File: src/rtl/vector_sequencer.sv
// rtl/vector_sequencer.sv - directed-table plus LFSR stimulus/check controller for the file datapath
module vector_sequencer #(
    parameter int WIDTH     = 8,
    parameter int X_WIDTH   = 5,
    parameter int VEC_DEPTH = 10,
    parameter int RAND_CNT  = 30,
    parameter int LAT       = 1,
    localparam int STIM_W   = WIDTH + 2 + X_WIDTH,
    localparam int EXP_W    = WIDTH + 2,
    localparam int AW       = $clog2(VEC_DEPTH)
) (
    input  logic                      clk,
    input  logic                      rst,
    input  logic                      start,
    input  logic                      cfg_we,
    input  logic [AW-1:0]             cfg_addr,
    input  logic [STIM_W+EXP_W-1:0]   cfg_wdata,
    output logic [WIDTH-1:0]          data_in,
    output logic                      a,
    output logic                      b,
    output logic [X_WIDTH-1:0]        x,
    input  logic [WIDTH-1:0]          data_out,
    input  logic                      out,
    input  logic                      d,
    output logic                      busy,
    output logic                      done,
    output logic                      pass,
    output logic [31:0]               vecnum,
    output logic [31:0]               errors
);
    localparam int ENT_W = STIM_W + EXP_W;
    localparam int RW    = $clog2(RAND_CNT + 1);
    localparam logic [AW:0]   DEPTH_L    = (AW+1)'(VEC_DEPTH);
    localparam logic [AW-1:0] LAST_IDX   = AW'(VEC_DEPTH - 1);
    localparam logic [2:0]    DRAIN_LAST = 3'(LAT - 1);
    localparam logic [RW-1:0] RAND_LAST  = RW'(RAND_CNT);

    typedef enum logic [2:0] {
        S_IDLE,
        S_DIRECT,
        S_DRAIN,
        S_RANDOM,
        S_DONE
    } state_t;

    state_t              state_q;
    logic [AW-1:0]       idx_q;
    logic [2:0]          drain_q;
    logic [RW-1:0]       rcnt_q;
    logic [STIM_W-1:0]   stim_q;
    logic [15:0]         lfsr_q;
    logic [15:0]         lfsr_d;
    logic [EXP_W-1:0]    exp_q [LAT];
    logic [LAT-1:0]      vld_q;
    logic                busy_q;
    logic                done_q;
    logic                pass_q;
    logic [31:0]         vecnum_q;
    logic [31:0]         errors_q;
    logic [31:0]         errors_d;
    logic [ENT_W-1:0]    table_q [VEC_DEPTH];

    logic [ENT_W-1:0]    entry;
    logic [STIM_W-1:0]   entry_stim;
    logic [EXP_W-1:0]    entry_exp;
    logic                cmp_active;
    logic                mismatch;

    assign {data_in, a, b, x} = stim_q;
    assign busy   = busy_q;
    assign done   = done_q;
    assign pass   = pass_q;
    assign vecnum = vecnum_q;
    assign errors = errors_q;

    // Table read, LFSR next value and compare/saturating error count
    always_comb begin
        entry      = table_q[idx_q];
        entry_stim = entry[ENT_W-1:EXP_W];
        entry_exp  = entry[EXP_W-1:0];
        lfsr_d     = {lfsr_q[14:0], lfsr_q[15] ^ lfsr_q[13] ^ lfsr_q[12] ^ lfsr_q[10]};
        cmp_active = (state_q == S_DIRECT) || (state_q == S_DRAIN);
        mismatch   = cmp_active && vld_q[LAT-1] && ({data_out, out, d} != exp_q[LAT-1]);
        errors_d   = (mismatch && (errors_q != 32'hFFFF_FFFF)) ? errors_q + 32'd1 : errors_q;
    end

    // Vector table: writable only while idle, out-of-range addresses dropped
    always_ff @(posedge clk) begin
        if (cfg_we && (state_q == S_IDLE) && ({1'b0, cfg_addr} < DEPTH_L)) begin
            table_q[cfg_addr] <= cfg_wdata;
        end
    end

    // Run sequencing FSM with registered stimulus, status and compare pipeline
    always_ff @(posedge clk or posedge rst) begin
        if (rst) begin
            state_q  <= S_IDLE;
            idx_q    <= '0;
            drain_q  <= '0;
            rcnt_q   <= '0;
            stim_q   <= '0;
            lfsr_q   <= 16'hACE1;
            vld_q    <= '0;
            for (int i = 0; i < LAT; i++) exp_q[i] <= '0;
            busy_q   <= 1'b0;
            done_q   <= 1'b0;
            pass_q   <= 1'b0;
            vecnum_q <= '0;
            errors_q <= '0;
        end else begin
            done_q   <= 1'b0;
            errors_q <= errors_d;
            for (int i = LAT - 1; i > 0; i--) begin
                exp_q[i] <= exp_q[i-1];
                vld_q[i] <= vld_q[i-1];
            end
            exp_q[0] <= entry_exp;
            vld_q[0] <= 1'b0;
            case (state_q)
                S_IDLE: begin
                    stim_q <= '0;
                    if (start) begin
                        vecnum_q <= '0;
                        errors_q <= '0;
                        pass_q   <= 1'b0;
                        idx_q    <= '0;
                        busy_q   <= 1'b1;
                        state_q  <= S_DIRECT;
                    end
                end
                S_DIRECT: begin
                    stim_q   <= entry_stim;
                    vld_q[0] <= 1'b1;
                    vecnum_q <= vecnum_q + 32'd1;
                    if (idx_q == LAST_IDX) begin
                        drain_q <= '0;
                        state_q <= S_DRAIN;
                    end else begin
                        idx_q <= idx_q + 1'b1;
                    end
                end
                S_DRAIN: begin
                    if (drain_q == DRAIN_LAST) begin
                        stim_q  <= lfsr_q[STIM_W-1:0];
                        lfsr_q  <= lfsr_d;
                        rcnt_q  <= RW'(1);
                        state_q <= S_RANDOM;
                    end else begin
                        drain_q <= drain_q + 3'd1;
                    end
                end
                S_RANDOM: begin
                    if (rcnt_q == RAND_LAST) begin
                        stim_q  <= '0;
                        done_q  <= 1'b1;
                        busy_q  <= 1'b0;
                        pass_q  <= (errors_q == 32'd0);
                        state_q <= S_DONE;
                    end else begin
                        stim_q <= lfsr_q[STIM_W-1:0];
                        lfsr_q <= lfsr_d;
                        rcnt_q <= rcnt_q + 1'b1;
                    end
                end
                S_DONE: begin
                    state_q <= S_IDLE;
                end
                default: begin
                    state_q <= S_IDLE;
                end
            endcase
        end
    end
endmodule

File: config.mk
export PLATFORM = sky130hd
export DESIGN_NAME = vector_sequencer
export DESIGN_NICKNAME = d
export VERILOG_FILES = /design/src/rtl/vector_sequencer.sv
export SDC_FILE = /design/constraint.sdc
export NUM_CORES = 1
export LEC_CHECK = 0
export ABC_AREA = 1
export BUFFER_PORTS_ARGS = -buffer_cell sky130_fd_sc_hd__buf_4
export CAP_MARGIN = 20
export CORE_MARGIN = 4
export CORE_UTILIZATION = 40
export CTS_CLUSTER_DIAMETER = 40
export DETAILED_ROUTE_END_ITERATION = 8
export GPL_ROUTABILITY_DRIVEN = 0
export HOLD_SLACK_MARGIN = 0.08
export MAX_ROUTING_LAYER = met4
export PLACE_DENSITY = 0.61
export REMOVE_ABC_BUFFERS = 1
export SLEW_MARGIN = 20
export SYNTH_ARGS = -nofsm -noshare
export SYNTH_HDL_FRONTEND = slang
export SYNTH_SLANG_ARGS = --single-unit
File: constraint.sdc
create_clock -name clk -period 6.89 [get_ports clk]
set_clock_uncertainty 0.05 [all_clocks]
set_input_delay 1.0335 -clock clk [delete_from_list [all_inputs] [get_ports clk]]
set_output_delay 1.0335 -clock clk [all_outputs]
set_load 0.005 [all_outputs]
# Yosys cells after proc, flatten, opt, wreduce, memory -nomap -nowiden
# Memory sizes are Yosys's and may differ from the RTL's.
# Index checks and enable logic that the tools add are counted.
[op_classes]
n_lt_le_gt_ge = 1
n_eq_ne = 14
n_addsub = 5
bitwise = 3
mux = 36
n_reduce_logical = 21
[op_table]
columns = ["op", "count"]
rows = [
  ["$mux W32", 4],
  ["$add A32 B1 Y32 const B", 2],
  ["$pmux W32 S2", 1],
  ["$pmux W15 S4", 1],
  ["$logic_not A32 Y1", 1],
  ["$mux W16", 2],
  ["$ne A32 B32 Y1 const B", 1],
  ["$pmux W16 S2", 1],
  ["$mux W15", 2],
  ["$mux W3", 6],
  ["$pmux W3 S4", 1],
  ["$reduce_and A3 Y1", 4],
  ["$mux W5", 2],
  ["$ne A10 B10 Y1", 1],
  ["$ne A2 B2 Y1 const B", 5],
  ["$pmux W5 S2", 1],
  ["$mux W1", 9],
  ["$mux W4", 2],
  ["$pmux W4 S2", 1],
  ["$reduce_bool A2 Y1", 4],
  ["$eq A3 B2 Y1 const B", 2],
  ["$logic_not A3 Y1", 2],
  ["$pmux W3 S2", 1],
  ["$add A5 B1 Y5 const B", 1],
  ["14 further kinds", 23],
]
[totals]
out_inout_bits = 82
reg_bits = 124
n_memories = 1
word_cells = 94
in_bits = 43
mem_bits_rw = 250
[memory_table]
columns = ["memory", "depth", "word_bits", "read_ports", "rd_clocked_by_memory_dff", "wr", "line", "text"]
rows = [
  ["table_q", 10, 25, 1, 0, 1, "61", "logic [ENT_W-1:0] table_q [VEC_DEPTH];"],
]

# Depth between registers and ports, before layout
[logic_depth]
word_depth = 8
depth_mapped = 14
ltp_nobuf = 13

# Worst setup path before layout
# Ideal clock, no wire load.
[synth_path]
path_type = "input-to-reg"
from = "input cfg_addr[1]"
to = "memory table_q[8][0] (netlist name) (enable)"
t_arrival_ns = 3.044
cell_stages = 3
setup_slack_ns = 3.357
path_buffers = 0
required_time_ns = 6.401
setup_time_ns = 0.439
path_cell_list = "o21ai_0 > nand3_1 > nor3_1"
[synth_via]
elab_chain_len = 4
[synth_rtl]
columns = ["element", "line", "text"]
rows = [
  ["start: declaration", "16", "input logic [AW-1:0] cfg_addr,"],
  ["$lt A4 B4 Y1", "89", "if (cfg_we && (state_q == S_IDLE) && ({1'b0, cfg_addr} < DEPTH_L)) begin"],
  ["$logic_and A1 B1 Y1", "89", ""],
  ["$mux W1", "89", ""],
  ["$mux W1 (not written as such)", "90", "table_q[cfg_addr] <= cfg_wdata;"],
  ["end: declaration", "61", ""],
]
# Parallel ways exist; a longest one is shown, timed or not.

# Worst setup path in the final report
[layout_path]
from = "register idx_q[0]"
to = "register stim_q[4]"
[layout_via]
elab_chain_len = 2
[layout_rtl]
columns = ["element", "line", "text"]
rows = [
  ["start: declaration", "47", "logic [AW-1:0] idx_q;"],
  ["start signal: assignment", "139", "idx_q <= idx_q + 1'b1;"],
  ["$mem_v2 Z10 W25", "n/a", ""],
  ["$pmux W15 S4", "119", "case (state_q)"],
  ["end signal: assignment", "132", "stim_q <= entry_stim;"],
  ["end signal: assignment", "144", "stim_q <= lfsr_q[STIM_W-1:0];"],
  ["end signal: assignment", "160", "stim_q <= lfsr_q[STIM_W-1:0];"],
  ["end: declaration", "50", "logic [STIM_W-1:0] stim_q;"],
]
# Every way passes these cells.
# A chain may end at the register's enable or synchronous reset.

==> metrics.txt <==
Clock Sink Count=374; Yosys cell types=42; vias in the first global route=12,357; RSZ-0062 raised after global routing=no; commonest non-fill, non-tap cells in the layout=nand2_1, edfxtp_1, nor2_1, nand3_1, buf_4; Die ar.=45,410 sq um; clock-pin slew on the worst setup and hold paths=60 ps; post-synthesis sequential element count=374; initial antenna violation count=1; Skew-Pair Late Insertion Delay=590 ps; area delta synth->final=19.28%; gr ovfl total=0; warnings from Yosys=0; worst path required time=7320 ps; # IOs=125; multi-input logic area=5371 sq um; mean area per synthesized cell=9.647 sq um; CTS Hold Bufs=0; Slew @ Worst Pin=1036 ps; Finished Layout Cells=2,451; die height=213.1 microns; # Post-CTS Setup Buffers=0; final setup vio count=0; Net count, final=1,926; routed vias/inst=5.184; first-pass GRT wire length=68.77 mm; Crit Path Category=reg -> reg; Detailed Route WL=43.75 mm; P per Cell Area=346.8 nW/um^2; Die X-Extent=213.1 microns; final hold violation count=0; row count=74; commonest non-fill, non-tap cell in the layout=nand2_1; Worst Setup End Kind=flop; # resized after CTS=0; CP max FO=79; Core Footprint=41,200 sq um; Max-Cap Viols=0; Initial Util=0.4084; Placed Cells=2,352; status=finished, final reports clean; FFs w/ async S/R, synth=0.3316; Mapped Cells=1,744; Min-Delay Path Class=reg -> reg; TritonCTS clock tree=done; final worst-path cycle share=0.4308; Critical Path Source Type=flop; Final ANT Viol Nets=0; CTS max path bufs=3; FILL cells=3,875; EDFF count, synth=250; final core occ=0.4871; Hold Worst Slack=442.7 ps; VDD IR-drop max=231.4 uV; GR Util All Layers=0.1987; Fmax=336.9 MHz; number of detailed-route iterations in the first pass=5; Post-DP HPWL=26.40 mm; Slew Limit Headroom=0.3095; critical path arrival=3400 ps; Leakage=0.008018 uW; synthesized area=16,820 sq um; Starting DRT DRC Count=1,101; H-tree depth=2; port bufs=124; proportion of layout cells with a drive suffix above 1=0.1512; final setup TNS=0 ps; post-synthesis sequential area ratio=0.6312; CTS buffer count=52; Post-synth top flop=edfxtp_1; Tmin final=2968 ps; DR vias=12,707; Routed WL per cell=17.85 microns; register area=10,620 sq um; largest net degree at the start of global routing=94; Root Driver=clkbuf_16; DRC viols=0; Max Slew Vio Count=0
-- per-layer routing --
metal | wire length, microns | track usage | up-vias
li1 | - | - | 6132
met1 | 18640 | 0.2543 | 6098
met2 | 21240 | 0.3249 | 389
met3 | 2871 | 0.04085 | 88
met4 | 1004 | 0.05398 | 0
met5 | 0 | - | -
-- area by class of cell --
cell class              instances  area share
clock buffers                  57     0.06577
clock inverters                41     0.02350
flip-flops and latches        374      0.5294
repair buffers                142     0.05312
inverters                     145     0.02731
well taps                     532     0.03317
diodes                          1   0.0001247
multi-input cells            1159      0.2676
-- cells in the mapped netlist, types with 3 or more instances --
master | n | share of area
xnor2_1 | 6 | 0.0031
o22ai_1 | 11 | 0.0041
buf_1 | 10 | 0.0022
o21ai_0 | 140 | 0.042
nor4_1 | 5 | 0.0019
ha_1 | 9 | 0.0067
nand3_1 | 142 | 0.042
o21ai_1 | 11 | 0.0033
dfstp_2 | 8 | 0.012
nor3_1 | 26 | 0.0077
inv_1 | 137 | 0.031
nand2_2 | 12 | 0.0045
o221ai_1 | 12 | 0.0062
nand2_1 | 454 | 0.10
nand4_1 | 15 | 0.0056
buf_4 | 3 | 0.0013
nor2_2 | 5 | 0.0019
clkinv_1 | 3 | 0.00067
xor2_1 | 12 | 0.0062
o211ai_1 | 8 | 0.0036
dfrtp_1 | 116 | 0.17
nor2_1 | 225 | 0.050
inv_2 | 5 | 0.0011
nor2_4 | 7 | 0.0047
nand3b_1 | 5 | 0.0022
buf_2 | 30 | 0.0089
edfxtp_1 | 250 | 0.45
a22oi_1 | 5 | 0.0022
clkbuf_1 | 20 | 0.0045
a21oi_1 | 35 | 0.010
-- registers in the layout, summed over array words and instances (netlist names) --
| signal | flops |
|---|---|
| stim_q | 15 |
| idx_q | 4 |
| pass | 1 |
| vecnum | 32 |
| vld_q | 1 |
| errors | 32 |
| done | 1 |
| rcnt_q | 5 |
| drain_q | 3 |
| state_q | 3 |
| table_q | 250 |
| busy | 1 |
| lfsr_q | 16 |
| exp_q | 10 |
-- metrics by stage --
| stage | worst slack, ps | area [sq um] | total power (uW) |
|---|---|---|---|
| floorplan | 2521 | 16500 | 3677 |
| global placement | 3958 | 18280 | 4298 |
| detailed placement | 3885 | 18280 | 4334 |
| CTS | 3862 | 20070 | 7040 |
| global route | 3637 | 20070 | 7347 |
| finish | 3922 | 20070 | 6961 |
-- worst max-delay path, cell delays in order, from the launching register on --
cell      delay [ps]
dfrtp_4          670
clkinv_2         620
buf_4            590
nand2_1          160
nand3_1           90
nand3_1          100
nand2_1           60
nand2_1           60
a21oi_1           80
o21ai_0          180
nand2_1           80
-- report_power, final --
part	switching [uW]	total (uW)	internal, uW	leakage (uW)
sequential	173	2750	2570	0.00390
clock	1070	2690	1620	0.000870
combinational	1040	1530	483	0.00325
total	2290	6960	4670	0.00802
-- kinds of logic after synthesis --
logic type                 after synthesis  share of synthesized area
and+or+nand+nor                        907                     0.2283
DFF                                    374                     0.6312
AOI/OAI and AO/OA                      225                    0.07288
buffers and inverters                  211                    0.05153
xor gates and xnor gates                18                   0.009370
adders and majority gates                9                   0.006693
-- final timing paths --
path | startpoint | end | slack, ps | depth (start not counted)
setup / recovery | idx_q[0] | stim_q[4] | 3920 | 10
hold / removal | stim_q[6] | stim_q[6] | 440 | 2
setup reg to reg | idx_q[0] | stim_q[4] | 3920 | 10
hold reg to reg | stim_q[6] | stim_q[6] | 440 | 2
max in group asynchronous | rst | errors[17] | 4880 | 3
min in group asynchronous | rst | errors[30] | 580 | 2
Note: power is estimated with default switching activity, not from simulation.
